==> config.mk <==
export PLATFORM = sky130hd
export DESIGN_NAME = alu_operand_fetch
export DESIGN_NICKNAME = d
export VERILOG_FILES = /design/src/rtl/isa_pkg.sv /design/src/rtl/alu_regfile.sv /design/src/rtl/alu_operand_fetch.sv
export SDC_FILE = /design/constraint.sdc
export NUM_CORES = 1
export LEC_CHECK = 0
export ABC_AREA = 1
export BUFFER_PORTS_ARGS = -buffer_cell sky130_fd_sc_hd__buf_2
export CORE_ASPECT_RATIO = 1.4
export CORE_MARGIN = 2
export CORE_UTILIZATION = 32
export CTS_CLUSTER_SIZE = 30
export DETAILED_ROUTE_END_ITERATION = 8
export GPL_TIMING_DRIVEN = 0
export SETUP_SLACK_MARGIN = 0.05
export SLEW_MARGIN = 20
export SYNTH_ARGS = -nofsm -noshare
export SYNTH_HDL_FRONTEND = slang
export SYNTH_SLANG_ARGS = --single-unit
==> constraint.sdc <==
create_clock -name clk -period 4.1 [get_ports clk]
set_input_delay 0 -clock clk [delete_from_list [all_inputs] [get_ports clk]]
set_output_delay 0 -clock clk [all_outputs]
set_load 0.01 [all_outputs]
==> src/rtl/isa_pkg.sv <==
// Instruction-set constants and field layout shared by the issue stage and its register file.
package isa_pkg;

  localparam int DATA_W = 16;
  localparam int NREGS  = 16;
  localparam int REG_W  = 4;

  localparam logic [3:0] NOP_OPC = 4'b0000;
  localparam logic [3:0] ADD_OPC = 4'b0001;
  localparam logic [3:0] SUB_OPC = 4'b0010;
  localparam logic [3:0] AND_OPC = 4'b0011;
  localparam logic [3:0] OR_OPC  = 4'b0100;
  localparam logic [3:0] XOR_OPC = 4'b0101;

  localparam int OPC_HI = 15;
  localparam int OPC_LO = 12;
  localparam int RD_HI  = 11;
  localparam int RD_LO  = 8;
  localparam int RS_HI  = 7;
  localparam int RS_LO  = 4;
  localparam int RT_HI  = 3;
  localparam int RT_LO  = 0;

  typedef struct packed {
    logic [3:0]       opc;
    logic [REG_W-1:0] rd;
    logic [REG_W-1:0] rs;
    logic [REG_W-1:0] rt;
  } instr_t;

  function automatic instr_t decode(input logic [DATA_W-1:0] w);
    instr_t d;
    d.opc = w[OPC_HI:OPC_LO];
    d.rd  = w[RD_HI:RD_LO];
    d.rs  = w[RS_HI:RS_LO];
    d.rt  = w[RT_HI:RT_LO];
    return d;
  endfunction

endpackage

==> src/rtl/alu_regfile.sv <==
// 16x16 register file: two combinational read ports, one synchronous write port, r0 hardwired to zero.
module alu_regfile
  import isa_pkg::*;
(
  input  logic              clk,
  input  logic              rst_n,
  input  logic [REG_W-1:0]  i_ra,
  input  logic [REG_W-1:0]  i_rb,
  output logic [DATA_W-1:0] o_da,
  output logic [DATA_W-1:0] o_db,
  input  logic              i_we,
  input  logic [REG_W-1:0]  i_wa,
  input  logic [DATA_W-1:0] i_wd
);

  logic [NREGS-1:0][DATA_W-1:0] r_mem;

  always_ff @(posedge clk) begin
    if (!rst_n) begin
      r_mem <= '0;
    end else if (i_we && (i_wa != '0)) begin
      r_mem[i_wa] <= i_wd;
    end
  end

  assign o_da = (i_ra == '0) ? '0 : r_mem[i_ra];
  assign o_db = (i_rb == '0) ? '0 : r_mem[i_rb];

endmodule

==> src/rtl/alu_operand_fetch.sv <==
// ALU issue stage: operand read with writeback bypass, RAW scoreboard, and a one-deep output register.
module alu_operand_fetch
  import isa_pkg::*;
(
  input  logic              clk,
  input  logic              rst_n,
  input  logic              in_valid,
  output logic              in_ready,
  input  logic [DATA_W-1:0] in_instr,
  input  logic              wb_en,
  input  logic [REG_W-1:0]  wb_addr,
  input  logic [DATA_W-1:0] wb_data,
  output logic              out_valid,
  input  logic              out_ready,
  output logic [DATA_W-1:0] operation,
  output logic [DATA_W-1:0] input1,
  output logic [DATA_W-1:0] input2
);

  instr_t            w_ins;
  logic [DATA_W-1:0] w_rf_rs, w_rf_rt;
  logic [DATA_W-1:0] w_op_rs, w_op_rt;
  logic              w_haz_rs, w_haz_rt, w_hazard, w_accept;
  logic [NREGS-1:0]  w_pend_nxt;

  logic [NREGS-1:0]  r_pend;
  logic              r_out_valid;
  logic [DATA_W-1:0] r_operation, r_input1, r_input2;

  assign w_ins = decode(in_instr);

  alu_regfile u_rf (
    .clk   (clk),
    .rst_n (rst_n),
    .i_ra  (w_ins.rs),
    .i_rb  (w_ins.rt),
    .o_da  (w_rf_rs),
    .o_db  (w_rf_rt),
    .i_we  (wb_en),
    .i_wa  (wb_addr),
    .i_wd  (wb_data)
  );

  // r0 needs no bypass: the array read already forces it to zero.
  assign w_op_rs = (wb_en && (wb_addr == w_ins.rs) && (w_ins.rs != '0)) ? wb_data : w_rf_rs;
  assign w_op_rt = (wb_en && (wb_addr == w_ins.rt) && (w_ins.rt != '0)) ? wb_data : w_rf_rt;

  // A pending register retiring this cycle is not a hazard; the bypass covers it.
  assign w_haz_rs = (w_ins.rs != '0) && r_pend[w_ins.rs] && !(wb_en && (wb_addr == w_ins.rs));
  assign w_haz_rt = (w_ins.rt != '0) && r_pend[w_ins.rt] && !(wb_en && (wb_addr == w_ins.rt));
  assign w_hazard = in_valid && (w_haz_rs || w_haz_rt);

  assign in_ready = (!r_out_valid || out_ready) && !w_hazard;
  assign w_accept = in_valid && in_ready;

  // Clear first, then set: a new issue to the retiring register keeps it pending.
  always_comb begin
    w_pend_nxt = r_pend;
    if (wb_en) w_pend_nxt[wb_addr] = 1'b0;
    if (w_accept && (w_ins.opc != NOP_OPC) && (w_ins.rd != '0)) w_pend_nxt[w_ins.rd] = 1'b1;
  end

  always_ff @(posedge clk) begin
    if (!rst_n) begin
      r_pend      <= '0;
      r_out_valid <= 1'b0;
      r_operation <= '0;
      r_input1    <= '0;
      r_input2    <= '0;
    end else begin
      r_pend <= w_pend_nxt;
      if (w_accept) begin
        r_out_valid <= 1'b1;
        r_operation <= in_instr;
        r_input1    <= w_op_rs;
        r_input2    <= w_op_rt;
      end else if (r_out_valid && out_ready) begin
        r_out_valid <= 1'b0;
      end
    end
  end

  assign out_valid = r_out_valid;
  assign operation = r_operation;
  assign input1    = r_input1;
  assign input2    = r_input2;

endmodule
==> key figures <==
Logic synthesis
  • Mean Syn Cell Area: roughly 6.7 µm²
  • Adder-Cell Fraction of Synth Area: 0%
  • Mapped cell area: 16010 µm²
  • Syn Inst Count: about 2400
  • Simple-gate share of the synthesized area: 15.27%
  • Yosys warning count: 0
  • Post-synthesis mux area share: 0%
  • Number of distinct library cells after synthesis: 28
  • Count leader, synth: o21ai_0
  • Synth Area in Compound Gates: around a third
  • Most frequent cells after synthesis: o21ai_0 (571), a21oi_1 (426), dfxtp_1 (321)
  • Seq cells post-synth: 321
  • Syn nets: 2424
  • Seq/Total Area, Yosys: approximately two fifths
  • Leading area contributor after synthesis: dfxtp_1
  • Synth Area in XOR/XNOR: 0%
  • Largest family of logic cells by synthesized area: compound AO/OA/AOI/OAI gates
  • Synth area leaders: dfxtp_1 (40%), o21ai_0 (18%), a21oi_1 (13%)
  • Share of the synthesized area in the top cell type: 40.15%
  • Post-synth ARST share: 0%
  • Number of synthesized flops with an enable pin: 0
  • Top_reg_cell synth: dfxtp_1

Pwr
  • Power density cells: 430.5 nW/µm²
  • Leak pwr: a little over 7 nW
  • Gate power share: 14.9%
  • Clk pwr share: 44.8%
  • Int Pwr: about 5.7 mW
  • Switching Share: between 20% and 30%
  • VDD IR max: 337.5 µV
  • Net Sw Power: approximately 2.3 mW
  • Seq pwr share: 40.4%

STA
  • Final period util: roughly three fifths
  • Fin Hold WS: 0.03723 ns
  • Slew headroom: between 20% and 30%
  • Slew Limit Fails: 0
  • Final worst slack: 1.644 ns
  • Setup total negative slack: 0 ns
  • Tmin final: 2.456 ns
  • RSZ-0062 raised after global routing: no
  • Final hold violation count: 0
  • Final Skew: 0.01679 ns
  • Slew @ Worst Pin: 1.055 ns
  • Setup violations, final: 0
  • F_max: between 0.4 and 0.5 GHz

Clocking
  • Clk slew on worst S/H paths: 0.06 ns
  • CTS Buf Count: 35
  • Clock Latency Late Sink: 0.54 ns
  • CTS tree: done
  • Post_cts resized: 0
  • Clock Path Buffers: 3
  • Clock sinks: roughly 320
  • Root Driver: clkbuf_16
  • CTS H-Tree Depth: 2
  • Post-CTS Setup Bufs: 0

Floorplan
  • Io pins: 91
  • Starting density of the core: 32.17%
  • DIE HEIGHT: 268.6 µm
  • DIE WIDTH: 193.0 µm
  • Core Box Area: 49760 µm²
  • Die area: 51850 µm²
  • Site Rows: 97

GRT
  • GR Overflow Total: 0
  • Largest net degree at the start of global routing: 16
  • Initial antenna violation count: 1
  • First-pass GRT wire length: 119000 µm
  • GR Util All Layers: 31.81%
  • Vias in the first global route: 17680

Worst hold path
  • Hold Crit Endpoint: r_pend[0]
  • Hold WC Path Type: in -> reg
  • Hold Path Depth: 4
  • Hold path start: wb_en

Worst setup path
  • R2r worst-path depth: 10
  • CP arrival: 2.92 ns
  • R2R Path End: input2[4]
  • CP max FO: 10
  • Worst Path Required: 4.57 ns
  • Kind of critical path: in -> reg
  • Crit end category: flip-flop
  • Reg2reg setup slack: 2.08 ns
  • FF-to-FF Start: u_rf.r_mem[148]
  • CP startpoint kind: input pin

Routing
  • Avg Vias per Cell: about 5.9
  • DRT Wirelength: 84210 µm
  • DR WL/cell: 26.32 µm
  • DRC errors left: 0
  • Initial detailed-routing violation count: 2379
  • Detail Route Antenna Nets: 0
  • Total number of vias: 18760
  • Initial DRT Pass Iterations: 6

Place
  • Pre-CTS setup slack: 1.315 ns
  • GP Congestion: between 1 and 1.5
  • Port bufs: 85
  • Area after DPL: 17240 µm²
  • Post-DP HPWL: roughly 64000 µm

Cells and area
  • Share of layout cells above drive strength 1: 8.372%
  • NumNets Final: around 2600
  • ANT cells: 0
  • Layout area overhead: 17.33%
  • Final instance area: 18780 µm²

Run status
  • Status: complete, no violations

Run
  • Max-Cap Viols: 0
==> critical path, stage by stage <==
cell      delay, ns
buf_2          0.30
buf_2          0.30
buf_1          0.69
o21ai_0        0.22
o211ai_1       0.26
nand3_1        0.24
nand3_1        0.22
nand2_1        0.08
o21ai_0        0.28
nand2_1        0.17
a21oi_1        0.15
==> state kept, by name, indices dropped and copies added (netlist names) <==
name and cells:
r_pend 16, input2 16, out_valid 1, input1 16
u_rf.r_mem 256, operation 16
==> routing by layer <==
metal	vias up	GRT usage [%]	routed length, µm
met5	-	0	17
met4	2	27.48	8452
li1	8421	-	-
met1	8918	35.59	30800
met2	1105	52.16	38280
met3	315	5.428	6649
==> cells by family after synthesis <==
kind of cell | Yosys count
compound gates | 1076
buf+inv | 389
simple gates | 597
flops | 321
==> worst max-delay path by stage <==
stage	start	endpoint	slack [ns]	cells past startpoint
floorplan	in_instr[6]	input1[0]	2.55	11
global placement	in_instr[1]	input2[2]	1.34	11
detailed placement	in_instr[1]	input2[4]	1.32	11
CTS	in_instr[1]	input2[4]	1.87	11
global route	in_instr[1]	input2[4]	1.72	11
finish	in_instr[1]	input2[4]	1.64	11
==> layout by cell type, fill, tap and decap left out, types with 2 or more instances in the layout <==
master         count
a21oi_1          426
a31oi_1            9
buf_1             10
buf_2            124
buf_4             10
buf_6              2
bufinv_16          8
clkbuf_1         160
clkbuf_16         37
clkbuf_8           4
clkinv_1           9
clkinv_2           4
clkinvlp_4         4
dfxtp_1          321
dlygate4sd3_1     25
inv_1            156
inv_2              8
nand2_1          320
nand3_1          111
nand4_1            2
nor2_1           149
nor2_2             4
nor3_1             3
o211ai_1          67
o21ai_0          571
or2_2              4
==> area by class of cell <==
cell class	count	area [µm²]
buffer	215	908.4
clock buffer	47	1003
clock inverter	16	290.3
fill	5337	30980
inverter	174	655.6
multi-input combinational	1673	8016
sequential	321	6426
tap	643	804.5
timing repair buffer	110	675.6
==> power by group through the flow <==
stage	Clock [mW]	Sequential (mW)	Combinational, mW
after detailed placement	0	3.33	1.13
after global routing	3.76	3.27	1.26
after global placement	0	3.33	1.12
final	3.62	3.26	1.20
after CTS	3.64	3.26	1.15
after floorplan	0	3.33	0.607
==> stage by stage <==
stage,utilization (%),power [mW],std cells
floorplan,-,3.939,2383
global placement,34.64,4.448,3111
detailed placement,34.64,4.458,3111
CTS,37.74,8.055,3199
global route,37.74,8.289,3199
finish,37.74,8.085,3199
==> repair_timing <==
action                                 in CTS  in global routing
setup endpoints to repair                   0                  0
endpoints found under the hold margin      82                  0
hold buffers                               25                  0
(Power assumes the default switching activity.)
